**config.mk**
```make
export PLATFORM = sky130hd
export DESIGN_NAME = sn_reg_ctrl
export DESIGN_NICKNAME = d
export VERILOG_FILES = /design/src/rtl/sn_reg_ctrl.sv
export SDC_FILE = /design/constraint.sdc
export NUM_CORES = 1
export LEC_CHECK = 0
export ABC_AREA = 1
export CORE_ASPECT_RATIO = 0.6
export CORE_UTILIZATION = 48
export CTS_CLUSTER_SIZE = 40
export DETAILED_ROUTE_END_ITERATION = 8
export GPL_ROUTABILITY_DRIVEN = 0
export GPL_TIMING_DRIVEN = 0
export PLACE_DENSITY = 0.78
export SETUP_SLACK_MARGIN = 0.15
export SYNTH_ARGS = -nofsm -noshare
export SYNTH_HDL_FRONTEND = slang
export SYNTH_SLANG_ARGS = --single-unit
```
**constraint.sdc**
```tcl
create_clock -name clk -period 1.8 [get_ports clk]
set_input_delay 0.45 -clock clk [delete_from_list [all_inputs] [get_ports clk]]
set_output_delay 0.45 -clock clk [all_outputs]
set_load 0.02 [all_outputs]
```
**src/rtl/sn_reg_ctrl.sv**
```systemverilog
// Decodes SN76489-style latch/data write bytes into tone, attenuation and noise registers.
// Registers update on the accepting edge; ready is held low for WRITE_CYCLES cycles after each write.
module sn_reg_ctrl #(
  parameter int WRITE_CYCLES = 32
) (
  input  logic       clk,
  input  logic       rst,
  input  logic       wr_en,
  input  logic [7:0] data_in,
  output logic       ready,
  output logic [9:0] freq0,
  output logic [9:0] freq1,
  output logic [9:0] freq2,
  output logic [3:0] atten0,
  output logic [3:0] atten1,
  output logic [3:0] atten2,
  output logic [3:0] atten3,
  output logic [2:0] noise_ctrl,
  output logic       noise_reset
);

  localparam logic [0:0] IDLE     = 1'b0;
  localparam logic [0:0] BUSY     = 1'b1;
  localparam logic [7:0] CNT_LOAD = 8'(WRITE_CYCLES - 1);

  logic [0:0] state_q, state_d;
  logic [7:0] cnt_q, cnt_d;
  logic [2:0] latch_q, latch_d;
  logic [9:0] freq0_q, freq0_d, freq1_q, freq1_d, freq2_q, freq2_d;
  logic [3:0] atten0_q, atten0_d, atten1_q, atten1_d;
  logic [3:0] atten2_q, atten2_d, atten3_q, atten3_d;
  logic [2:0] noise_ctrl_q, noise_ctrl_d;
  logic       noise_reset_q, noise_reset_d;

  logic       accept;
  logic       is_latch;
  logic [2:0] tgt;

  assign ready    = (state_q == IDLE);
  assign accept   = wr_en & ready;
  assign is_latch = data_in[7];
  // A latch byte addresses the register it names; a data byte reuses the last latch.
  assign tgt      = is_latch ? data_in[6:4] : latch_q;

  always_comb begin
    state_d       = state_q;
    cnt_d         = cnt_q;
    latch_d       = latch_q;
    freq0_d       = freq0_q;
    freq1_d       = freq1_q;
    freq2_d       = freq2_q;
    atten0_d      = atten0_q;
    atten1_d      = atten1_q;
    atten2_d      = atten2_q;
    atten3_d      = atten3_q;
    noise_ctrl_d  = noise_ctrl_q;
    noise_reset_d = 1'b0;

    if (state_q == IDLE) begin
      if (accept) begin
        state_d = BUSY;
        cnt_d   = CNT_LOAD;
      end
    end else begin
      if (cnt_q == 8'd0) begin
        state_d = IDLE;
      end else begin
        cnt_d = cnt_q - 8'd1;
      end
    end

    if (accept) begin
      if (is_latch) begin
        latch_d = data_in[6:4];
      end
      if (tgt[0]) begin
        case (tgt[2:1])
          2'd0:    atten0_d = data_in[3:0];
          2'd1:    atten1_d = data_in[3:0];
          2'd2:    atten2_d = data_in[3:0];
          default: atten3_d = data_in[3:0];
        endcase
      end else begin
        // Latch bytes carry the low nibble of a divider, data bytes the upper six bits.
        case (tgt[2:1])
          2'd0: freq0_d = is_latch ? {freq0_q[9:4], data_in[3:0]} : {data_in[5:0], freq0_q[3:0]};
          2'd1: freq1_d = is_latch ? {freq1_q[9:4], data_in[3:0]} : {data_in[5:0], freq1_q[3:0]};
          2'd2: freq2_d = is_latch ? {freq2_q[9:4], data_in[3:0]} : {data_in[5:0], freq2_q[3:0]};
          default: begin
            noise_ctrl_d  = data_in[2:0];
            noise_reset_d = 1'b1;
          end
        endcase
      end
    end
  end

  always_ff @(posedge clk) begin
    if (rst) begin
      state_q       <= IDLE;
      cnt_q         <= 8'd0;
      latch_q       <= 3'b000;
      freq0_q       <= 10'd0;
      freq1_q       <= 10'd0;
      freq2_q       <= 10'd0;
      atten0_q      <= 4'hF;
      atten1_q      <= 4'hF;
      atten2_q      <= 4'hF;
      atten3_q      <= 4'hF;
      noise_ctrl_q  <= 3'd0;
      noise_reset_q <= 1'b0;
    end else begin
      state_q       <= state_d;
      cnt_q         <= cnt_d;
      latch_q       <= latch_d;
      freq0_q       <= freq0_d;
      freq1_q       <= freq1_d;
      freq2_q       <= freq2_d;
      atten0_q      <= atten0_d;
      atten1_q      <= atten1_d;
      atten2_q      <= atten2_d;
      atten3_q      <= atten3_d;
      noise_ctrl_q  <= noise_ctrl_d;
      noise_reset_q <= noise_reset_d;
    end
  end

  assign freq0       = freq0_q;
  assign freq1       = freq1_q;
  assign freq2       = freq2_q;
  assign atten0      = atten0_q;
  assign atten1      = atten1_q;
  assign atten2      = atten2_q;
  assign atten3      = atten3_q;
  assign noise_ctrl  = noise_ctrl_q;
  assign noise_reset = noise_reset_q;

endmodule

```
==> results of run 1 <==
-- cell usage after synthesis --
master    number  share of area [%]
nor3_4         1               0.65
o21ai_1        4               0.81
nand2_2        1               0.25
buf_2          3               0.60
ha_1           2                1.0
a21oi_1       18                3.6
nand3b_1       1               0.30
inv_2         12                1.8
o21ai_2        1               0.35
nor2_4         1               0.45
nand3_1       33                6.6
a211oi_1       1               0.30
o21bai_1       1               0.30
nor2_2         6                1.5
and2_1         1               0.25
nand4_1       11                2.8
dfxtp_1       62                 50
nor2_1        61                9.2
clkbuf_1      10                1.5
or2_2          1               0.25
nand2_1       70                 11
nand3_2        1               0.40
clkinv_1       1               0.15
inv_1          9                1.4
o21ai_0       23                4.6
o211ai_1       1               0.30
-- final timing paths --
kind	cells past startpoint	end	from	slack (ps)
max	8	atten2[1]$_SDFFE_PP1P_	wr_en	220
min	2	freq0[5]$_SDFFE_PP0P_	freq0[5]$_SDFFE_PP0P_	460
max reg2reg	7	cnt_q[6]$_SDFFE_PP0P_	cnt_q[0]$_SDFFE_PP0P_	280
min reg2reg	2	freq0[5]$_SDFFE_PP0P_	freq0[5]$_SDFFE_PP0P_	460
-- power by group --
part	internal, mW	switching (mW)	total (mW)	leakage [nW]
Sequential	1.44	0.0502	1.49	0.505
Clock	0.791	0.529	1.32	0.109
Combinational	0.181	0.338	0.519	0.950
-- per-stage QoR --
step,instance area (sq um),setup TNS (ps),hold slack [ps]
6_report,3418,0,463.4
3_5_place_dp,3164,-13370,450.2
2_1_floorplan,2485,0,441.8
4_1_cts,3346,0,468.0
3_3_place_gp,3164,-13860,453.8
5_1_grt,3418,0,473.5
-- placed cells by master (no fill, tap or decap), drive strengths merged, types with 2 or more instances in the layout --
cell,synthesis,layout
nand2,71,71
ha,2,2
o21ai,28,28
nor2,68,68
clkbuf,10,24
nand3,34,34
buf,3,9
a21oi,18,18
inv,21,21
clkdlybuf4s50,0,6
dlygate4sd2,0,53
dfxtp,62,62
nand4,11,11
-- kinds of logic after synthesis --
logic type      synth area share [%]
simple gates                   33.28
fa+ha+maj                      1.007
flops                          49.95
buf+inv                        5.438
compound gates                 10.32
-- layer usage --
layer | wire length (um) | up-vias
met5 | 0 | -
met4 | 43 | 0
met3 | 660 | 6
met2 | 2616 | 133
met1 | 3341 | 1136
li1 | - | 1259
-- repair_timing --
item,in CTS,in global routing
hold endpoints to repair,0,0
gates cloned,0,0
resized for setup,59,11
pin swaps,1,3
endpoints found under the setup margin,91,53
setup buffers,0,6
-- layout make-up --
cell class,count,area share [%]
clock inverter,2,1.098
multi-input combinational,239,33.78
inverter,22,2.416
buffer,13,1.611
sequential,62,36.42
clock buffer,14,5.344
timing repair buffer,66,17.02
tap,63,2.306
-- flip-flops by register name, indices dropped and copies added (netlist names) --
register	flops
atten1	4
atten3	4
noise_ctrl	3
state_q	1
cnt_q	8
latch_q	3
noise_reset	1
atten2	4
freq2	10
atten0	4
freq1	10
freq0	10
-- worst reg2reg max path, delay by kind of cell, from the launching register on --
| kind | cells | cell delay, ps |
|---|---|---|
| and+or+nand+nor | 3 | 330 |
| buffers and inverters | 1 | 180 |
| adders and majority gates | 1 | 220 |
| DFF | 1 | 310 |
| AOI/OAI and AO/OA | 2 | 390 |
==> summary.txt, run 1 <==
Status
  • Status: finished clean

GRT
  • Overflow after GRT: 0
  • Antenna violations before repair: 0
  • First-pass GRT wire length: 10,720 um
  • GR peak layer: met1
  • Overall Global Routing Usage: 26.64%
  • Met3 Use GR: 10.37%
  • Vias in the first global route: 2,220
  • Met2 Resource Use GR: 35.46%
  • Largest net degree at the start of global routing: 11
  • M1 GR Usage: 39.11%

Yosys
  • Synth Instances: 336
  • Syn Std Cell Area: 2485 sq um
  • Avg Inst Size Synth: 7.395 sq um
  • Seq cells post-synth: 62
  • Post-synthesis cell type count: 26
  • Ys Warns: 0
  • Sequential area share after synthesis: 49.95%
  • Syn_nets: 349

Timing
  • Final hold viol count: 0
  • Count of final setup violators: 0
  • Achievable Freq: 634.8 MHz
  • Setup WS post-layout: 224.8 ps
  • Slew Viols, Final: 0
  • Final period util: 87.51%
  • Min Tclk post-route: 1575 ps
  • Slew at the pin with the worst max-slew slack: 567.2 ps
  • Max transition margin: 62.19%
  • Final Skew: 6.535 ps
  • RSZ-0062 raised after global routing: false

Power and ir drop
  • Maximum vdd drop: 0.0006947 V
  • Total power: 3.327 mW
  • Static Leakage: 1.564 nW
  • PwrDens: 973.4 nW/um^2

Setup path
  • Crit. End Element: flop
  • Slowest stage delay, CP: 460 ps
  • CP dominant cell by count: nand2_1
  • Critical-path top delay cell: clkdlybuf4s50_1
  • Top cell family by delay on the critical path: simple AND/OR/NAND/NOR gates
  • Maximum fanout along the worst path: 7
  • Arr. time, crit path: 1850 ps
  • Buffers & Inverters on Critical Path: 2
  • Crit path kind: primary input to flop
  • CP Cell Sequence: clkdlybuf4s50_1, nand2_1, nor2_4, nand2_1, nor2_4, buf_4, nand2_1, nand3_1
  • CP Launch Type: primary input
  • Required time of the critical path: 2080 ps

Layout
  • Final Core Density: 71.54%
  • Area growth syn-to-layout: 37.56%
  • Nets: 426
  • Final Non-Filler Cells: 481
  • Register Area: 1245 sq um
  • Share of cells above drive strength 1: 12.68%
  • # fillers: 412
  • Ant. Diodes: 0
  • Multi-input gate area: 1155 sq um

Detailed routing
  • Post-Route WL: 6662 um
  • Drt initial violations: 267
  • Drt first pass iters: 5
  • Antenna Nets Post-Route: 0
  • DRC: 0
  • Vias per inst: 5.268
  • Via count: 2,534
  • Routed wire length per instance: 13.85 um

Floorplan
  • DIE WIDTH: 94.89 um
  • Initial cell density of the core: 52.00%
  • Core Box Area: 4778 sq um
  • Die area: 5478 sq um
  • Placement Rows: 19
  • Io pins: 62
  • Height of the die: 57.73 um

CTS
  • Inserted Clock Buffers: 9
  • Root buf cell: clkbuf_8
  • H-tree level count: 3
  • CTS sink cnt: 62
  • Clock slew at reported path FFs: 70 ps
  • Hold_buf cts: 0
  • CTS tree: yes
  • Worst-case clock buffer depth: 2
  • Worst-Skew Late Latency: 340 ps

Placed design
  • Detailed Place HPWL: 4681 um
  • Port Buffers: 60
  • Pre-CTS setup slack: -344.9 ps
  • Inst Count DP: 459

Job
  • Max Cap Viol: 0

Min path
  • Hold crit path type: flop to flop
Note: power is estimated with default switching activity, not from simulation.
==> run 2: changes to the inputs <==
--- a/config.mk
+++ b/config.mk
@@ -17,3 +17,4 @@
 export SYNTH_ARGS = -nofsm -noshare
 export SYNTH_HDL_FRONTEND = slang
 export SYNTH_SLANG_ARGS = --single-unit
+export TNS_END_PERCENT = 30
==> constraint.sdc (replaced) <==
create_clock -name clk -period 1.8 [get_ports clk]
set_input_delay 0.45 -clock clk [delete_from_list [all_inputs] [get_ports clk]]
set_output_delay 0.45 -clock clk [all_outputs]
set_load 0.1 [all_outputs]
==> run 2 against run 1 <==
  * Clock-buffer cell count is 2 lower
  * Sequential share of layout area is 0.33 points higher
  * Clock power hardly changed
  * Maximum frequency is 6.2% lower
  * Non-clock buffer count is 1 lower
  * Final area is 1.1% lower
  * Total power is 7.9% higher
  * Combinational power is 47% higher
  * Worst setup slack worse by 100 ps
  * Flip-flop and latch count stayed put
==> summary.txt, run 2 (same netlist as run 1, synthesis figures left out) <==
Status
  • Status: finished clean

GRT
  • First-pass GRT wire length: 10,830 um
  • Largest net degree at the start of global routing: 11
  • Antenna violations before repair: 0
  • Overflow after GRT: 0
  • Vias in the first global route: 2,184
  • Overall Global Routing Usage: 26.44%

Layout
  • Finished Cell Area: 3381 sq um
  • Final Core Density: 70.75%
  • Area growth syn-to-layout: 36.05%
  • Most common cell after layout, fill and taps aside: nand2_1
  • Nets: 425
  • # fillers: 405
  • Final Non-Filler Cells: 480
  • Commonest cells after routing, fill and taps aside: nand2_1 (67), nor2_1 (61), dfxtp_1 (61)
  • Ant. Diodes: 0
  • Share of cells above drive strength 1: 25.42%

CTS
  • Worst-case clock buffer depth: 2
  • Worst-Skew Late Latency: 330 ps
  • Hold_buf cts: 0
  • CTS tree: yes
  • H-tree level count: 3
  • Clock slew at reported path FFs: 70 ps
  • CTS sink cnt: 62
  • Root buf cell: clkbuf_8
  • Inserted Clock Buffers: 9

Timing
  • Slew Viols, Final: 0
  • Min Tclk post-route: 1679 ps
  • RSZ-0062 raised after global routing: true
  • Final hold viol count: 0
  • Setup WS post-layout: 120.7 ps
  • Final Skew: 4.733 ps
  • Count of final setup violators: 0
  • Achievable Freq: 595.5 MHz
  • Max transition margin: 59.70%
  • Slew at the pin with the worst max-slew slack: 604.5 ps
  • Final period util: 93.30%

Placed design
  • Dpl cell area: 3167 sq um
  • Port Buffers: 60
  • Detailed Place HPWL: 4708 um
  • Inst Count DP: 459
  • Pre-CTS setup slack: -356.5 ps

Floorplan
  • Core Box Area: 4778 sq um
  • Height of the die: 57.73 um
  • Io pins: 62
  • Initial cell density of the core: 52.00%
  • Placement Rows: 19
  • Die area: 5478 sq um
  • DIE WIDTH: 94.89 um

Setup path
  • CP Cell Sequence: clkdlybuf4s15_2
  • CP Launch Type: flop
  • Maximum fanout along the worst path: 2
  • Slowest stage delay, CP: 560 ps
  • Buffers & Inverters on Critical Path: 1
  • Top cell family by delay on the critical path: buffers and inverters
  • Required time of the critical path: 1350 ps
  • Crit. End Element: output pin
  • Arr. time, crit path: 1230 ps
  • Critical-path top delay cell: clkdlybuf4s15_2
  • Crit path kind: flop to output pin

Detailed routing
  • Post-Route WL: 6972 um
  • Drt first pass iters: 5
  • DRC: 0
  • Antenna Nets Post-Route: 0
  • Vias per inst: 5.365
  • Via count: 2,575
  • Drt initial violations: 239
  • Routed wire length per instance: 14.53 um

Power and ir drop
  • Maximum vdd drop: 0.0006507 V
  • PwrDens: 1062 nW/um^2
  • Static Leakage: 1.463 nW

Min path
  • Hold crit path type: flop to flop

Job
  • Max Cap Viol: 0
==> run 2: power breakdown <==
part | internal [mW] | switching, mW
clock network | 0.814 | 0.522
logic | 0.187 | 0.577
registers | 1.44 | 0.0528
total | 2.44 | 1.15
==> run 2: cell type report <==
type / count / area (sq um) / area share, %
buffer: 13 / 61.31 / 1.813
tap: 63 / 78.83 / 2.332
multi-input combinational: 239 / 1170 / 34.60
sequential: 62 / 1242 / 36.75
clock inverter: 4 / 70.07 / 2.073
timing repair buffer: 65 / 525.5 / 15.54
clock buffer: 12 / 145.1 / 4.293
inverter: 22 / 87.58 / 2.591
==> run 2: layer usage <==
layer,vias to the layer above,global-route usage [%],wire [um]
li1,1252,-,-
met1,1178,39.57,3349
met2,135,37.62,2849
met3,10,6.562,697
met4,0,7.359,74
met5,-,0,0
==> run 2: path summary, 6_finish.rpt <==
check,start,endpoint,slack (ps),cells past startpoint
worst max register to register,cnt_q[0]$_SDFFE_PP0P_,cnt_q[6]$_SDFFE_PP0P_,260,7
worst min register to register,freq0[8]$_SDFFE_PP0P_,freq0[8]$_SDFFE_PP0P_,470,2
worst max-delay path,freq1[3]$_SDFFE_PP0P_,freq1[3],120,1
worst min-delay path,freq0[8]$_SDFFE_PP0P_,freq0[8]$_SDFFE_PP0P_,470,2
==> run 2: repair_timing <==
action,in CTS,in global routing
setup endpoints to repair,99,80
pin swaps,0,3
gates cloned,0,0
buffers inserted,2,3
resized for setup,222,12
hold endpoints to repair,0,0
==> run 2: through the flow <==
step | power, mW | hold WS, ps | TNS [ps]
2_1_floorplan | 2.058 | 441.8 | 0
3_3_place_gp | 2.230 | 454.0 | -18770
3_5_place_dp | 2.242 | 449.2 | -18510
4_1_cts | 3.547 | 464.4 | 0
5_1_grt | 3.715 | 480.9 | 0
6_report | 3.591 | 466.6 | 0
==> run 2: tightest hold or removal path, cell delays in order (launching register included) <==
cell,delay [ps]
dfxtp_1,310
nand2_1,60
a21oi_1,50
==> run 3: changes to the inputs <==
==> constraint.sdc (replaced) <==
create_clock -name clk -period 1.8 [get_ports clk]
set_input_delay 0.45 -clock clk [delete_from_list [all_inputs] [get_ports clk]]
set_output_delay 0.45 -clock clk [all_outputs]
set_load 0.005 [all_outputs]
==> run 3 against run 2 <==
  * Non-clock buffer count decreased by 2
  * Clock power about the same
  * Combinational power decreased by 35%
  * Die area unchanged
  * Largest cell class unchanged
  * First-iteration DRC count increased by 26%
  * Largest power group unchanged
  * Sequential share of layout area decreased by 0.83 points
  * Worst hold slack about the same
  * Register-to-register slack about the same
  * Core utilization increased by 2.2 points
  * Highest routed layer unchanged
  * Clock skew increased by 4.1 ps
  * Maximum frequency about the same
  * Global-route usage increased by 0.26 points
==> summary.txt, run 3 (same netlist as run 1, synthesis figures left out) <==
Detailed routing
  • Post-Route WL: 6624 um
  • Drt initial violations: 300
  • Routed met1 length: 3301 um
  • DRC: 0
  • Vias per inst: 5.316
  • Met3 WL: 679 um
  • Via count: 2,541
  • Antenna Nets Post-Route: 0
  • Routed wire length per instance: 13.86 um
  • Highest routed metal layer: met4
  • Met2 wire len: 2557 um
  • Drt first pass iters: 4

GRT
  • Overflow after GRT: 0
  • Overall Global Routing Usage: 26.70%
  • Vias in the first global route: 2,232
  • First-pass GRT wire length: 10,720 um
  • Antenna violations before repair: 0
  • Largest net degree at the start of global routing: 11

Layout
  • Finished Cell Area: 3487 sq um
  • Area growth syn-to-layout: 40.33%
  • Final Core Density: 72.98%
  • Final Non-Filler Cells: 478
  • Ant. Diodes: 0
  • Nets: 423
  • Share of cells above drive strength 1: 12.77%
  • Commonest cells after routing, fill and taps aside: nand2_1 (70), nor2_1 (61), dfxtp_1 (55)
  • Register Area: 1252 sq um
  • Most common cell after layout, fill and taps aside: nand2_1
  • Multi-input gate area: 1146 sq um
  • # fillers: 378

Setup path
  • Crit path kind: flop to output pin
  • CP Cell Sequence: clkdlybuf4s50_1
  • CP Launch Type: flop
  • Arr. time, crit path: 1230 ps
  • Critical-path top delay cell: clkdlybuf4s50_1
  • Buffers & Inverters on Critical Path: 1
  • Crit. End Element: output pin
  • Maximum fanout along the worst path: 2
  • Top cell family by delay on the critical path: buffers and inverters
  • Slowest stage delay, CP: 520 ps
  • R2r setup slk: 260 ps
  • Required time of the critical path: 1350 ps

Timing
  • RSZ-0062 raised after global routing: true
  • Slew Viols, Final: 0
  • Final hold viol count: 0
  • Max transition margin: 62.42%
  • Slew at the pin with the worst max-slew slack: 563.7 ps
  • Final Skew: 8.790 ps
  • Achievable Freq: 595.1 MHz
  • Count of final setup violators: 0
  • Setup TNS: 0 ps
  • Min Tclk post-route: 1680 ps
  • Final period util: 93.35%

CTS
  • Clock slew at reported path FFs: 70 ps
  • CTS tree: yes
  • CTS sink cnt: 62
  • Inserted Clock Buffers: 9
  • Hold_buf cts: 0
  • Root buf cell: clkbuf_8
  • H-tree level count: 3
  • Worst-Skew Late Latency: 350 ps
  • Worst-case clock buffer depth: 2

Job
  • Max Cap Viol: 0

Placed design
  • Detailed Place HPWL: 4681 um
  • Port Buffers: 60
  • Dpl cell area: 3164 sq um
  • Inst Count DP: 459

Floorplan
  • Placement Rows: 19
  • Core Box Area: 4778 sq um
  • Die area: 5478 sq um
  • Height of the die: 57.73 um
  • DIE WIDTH: 94.89 um
  • Io pins: 62
  • Initial cell density of the core: 52.00%

Power and ir drop
  • Maximum vdd drop: 0.0006957 V
  • Total power: 3.305 mW
  • PwrDens: 947.7 nW/um^2
  • Static Leakage: 1.544 nW

Status
  • Status: finished clean

Min path
  • Hold crit path type: flop to flop
## run 3: timing repair
| action | in CTS | in global routing |
|---|---|---|
| resized for setup | 12 | 20 |
| setup endpoints to repair | 65 | 74 |
| hold endpoints to repair | 0 | 0 |
| pin swaps | 1 | 1 |
| setup buffers | 1 | 2 |
## run 3: power by group
group / internal, mW / switching [mW] / leakage, nW
Sequential: 1.44 / 0.0481 / 0.504
Combinational: 0.198 / 0.296 / 0.931
Clock: 0.791 / 0.533 / 0.109
## run 3: worst paths after layout
check	to	depth (start not counted)	start
worst min-delay path	freq0[5]$_SDFFE_PP0P_	2	freq0[5]$_SDFFE_PP0P_
worst max-delay path	freq0[0]	1	freq0[0]$_SDFFE_PP0P_
worst max register to register	cnt_q[6]$_SDFFE_PP0P_	7	cnt_q[0]$_SDFFE_PP0P_
worst min register to register	freq0[5]$_SDFFE_PP0P_	2	freq0[5]$_SDFFE_PP0P_
## run 3: cell type report
cell class                      count  area share [%]
Buffer                             13           1.579
Clock buffer                       14           5.239
Clock inverter                      2           1.076
Inverter                           22           2.368
Multi-Input combinational cell    239           32.87
Sequential cell                    62           35.92
Tap cell                           63           2.260
Timing Repair Buffer               63           18.69
## run 3: stage by stage
stage	worst slack [ps]	hold slack, ps
2_1_floorplan	425.8	441.8
3_3_place_gp	-341.4	453.8
3_5_place_dp	-344.9	450.2
4_1_cts	107.0	470.7
5_1_grt	95.60	476.6
6_report	119.7	466.2
## run 3: routing by layer
| layer | vias to the layer above | GRT usage, % |
|---|---|---|
| met2 | 127 | 35.05 |
| met1 | 1146 | 39.44 |
| met4 | 0 | 8.442 |
| met3 | 11 | 10.63 |
| met5 | - | 0 |
| li1 | 1257 | - |
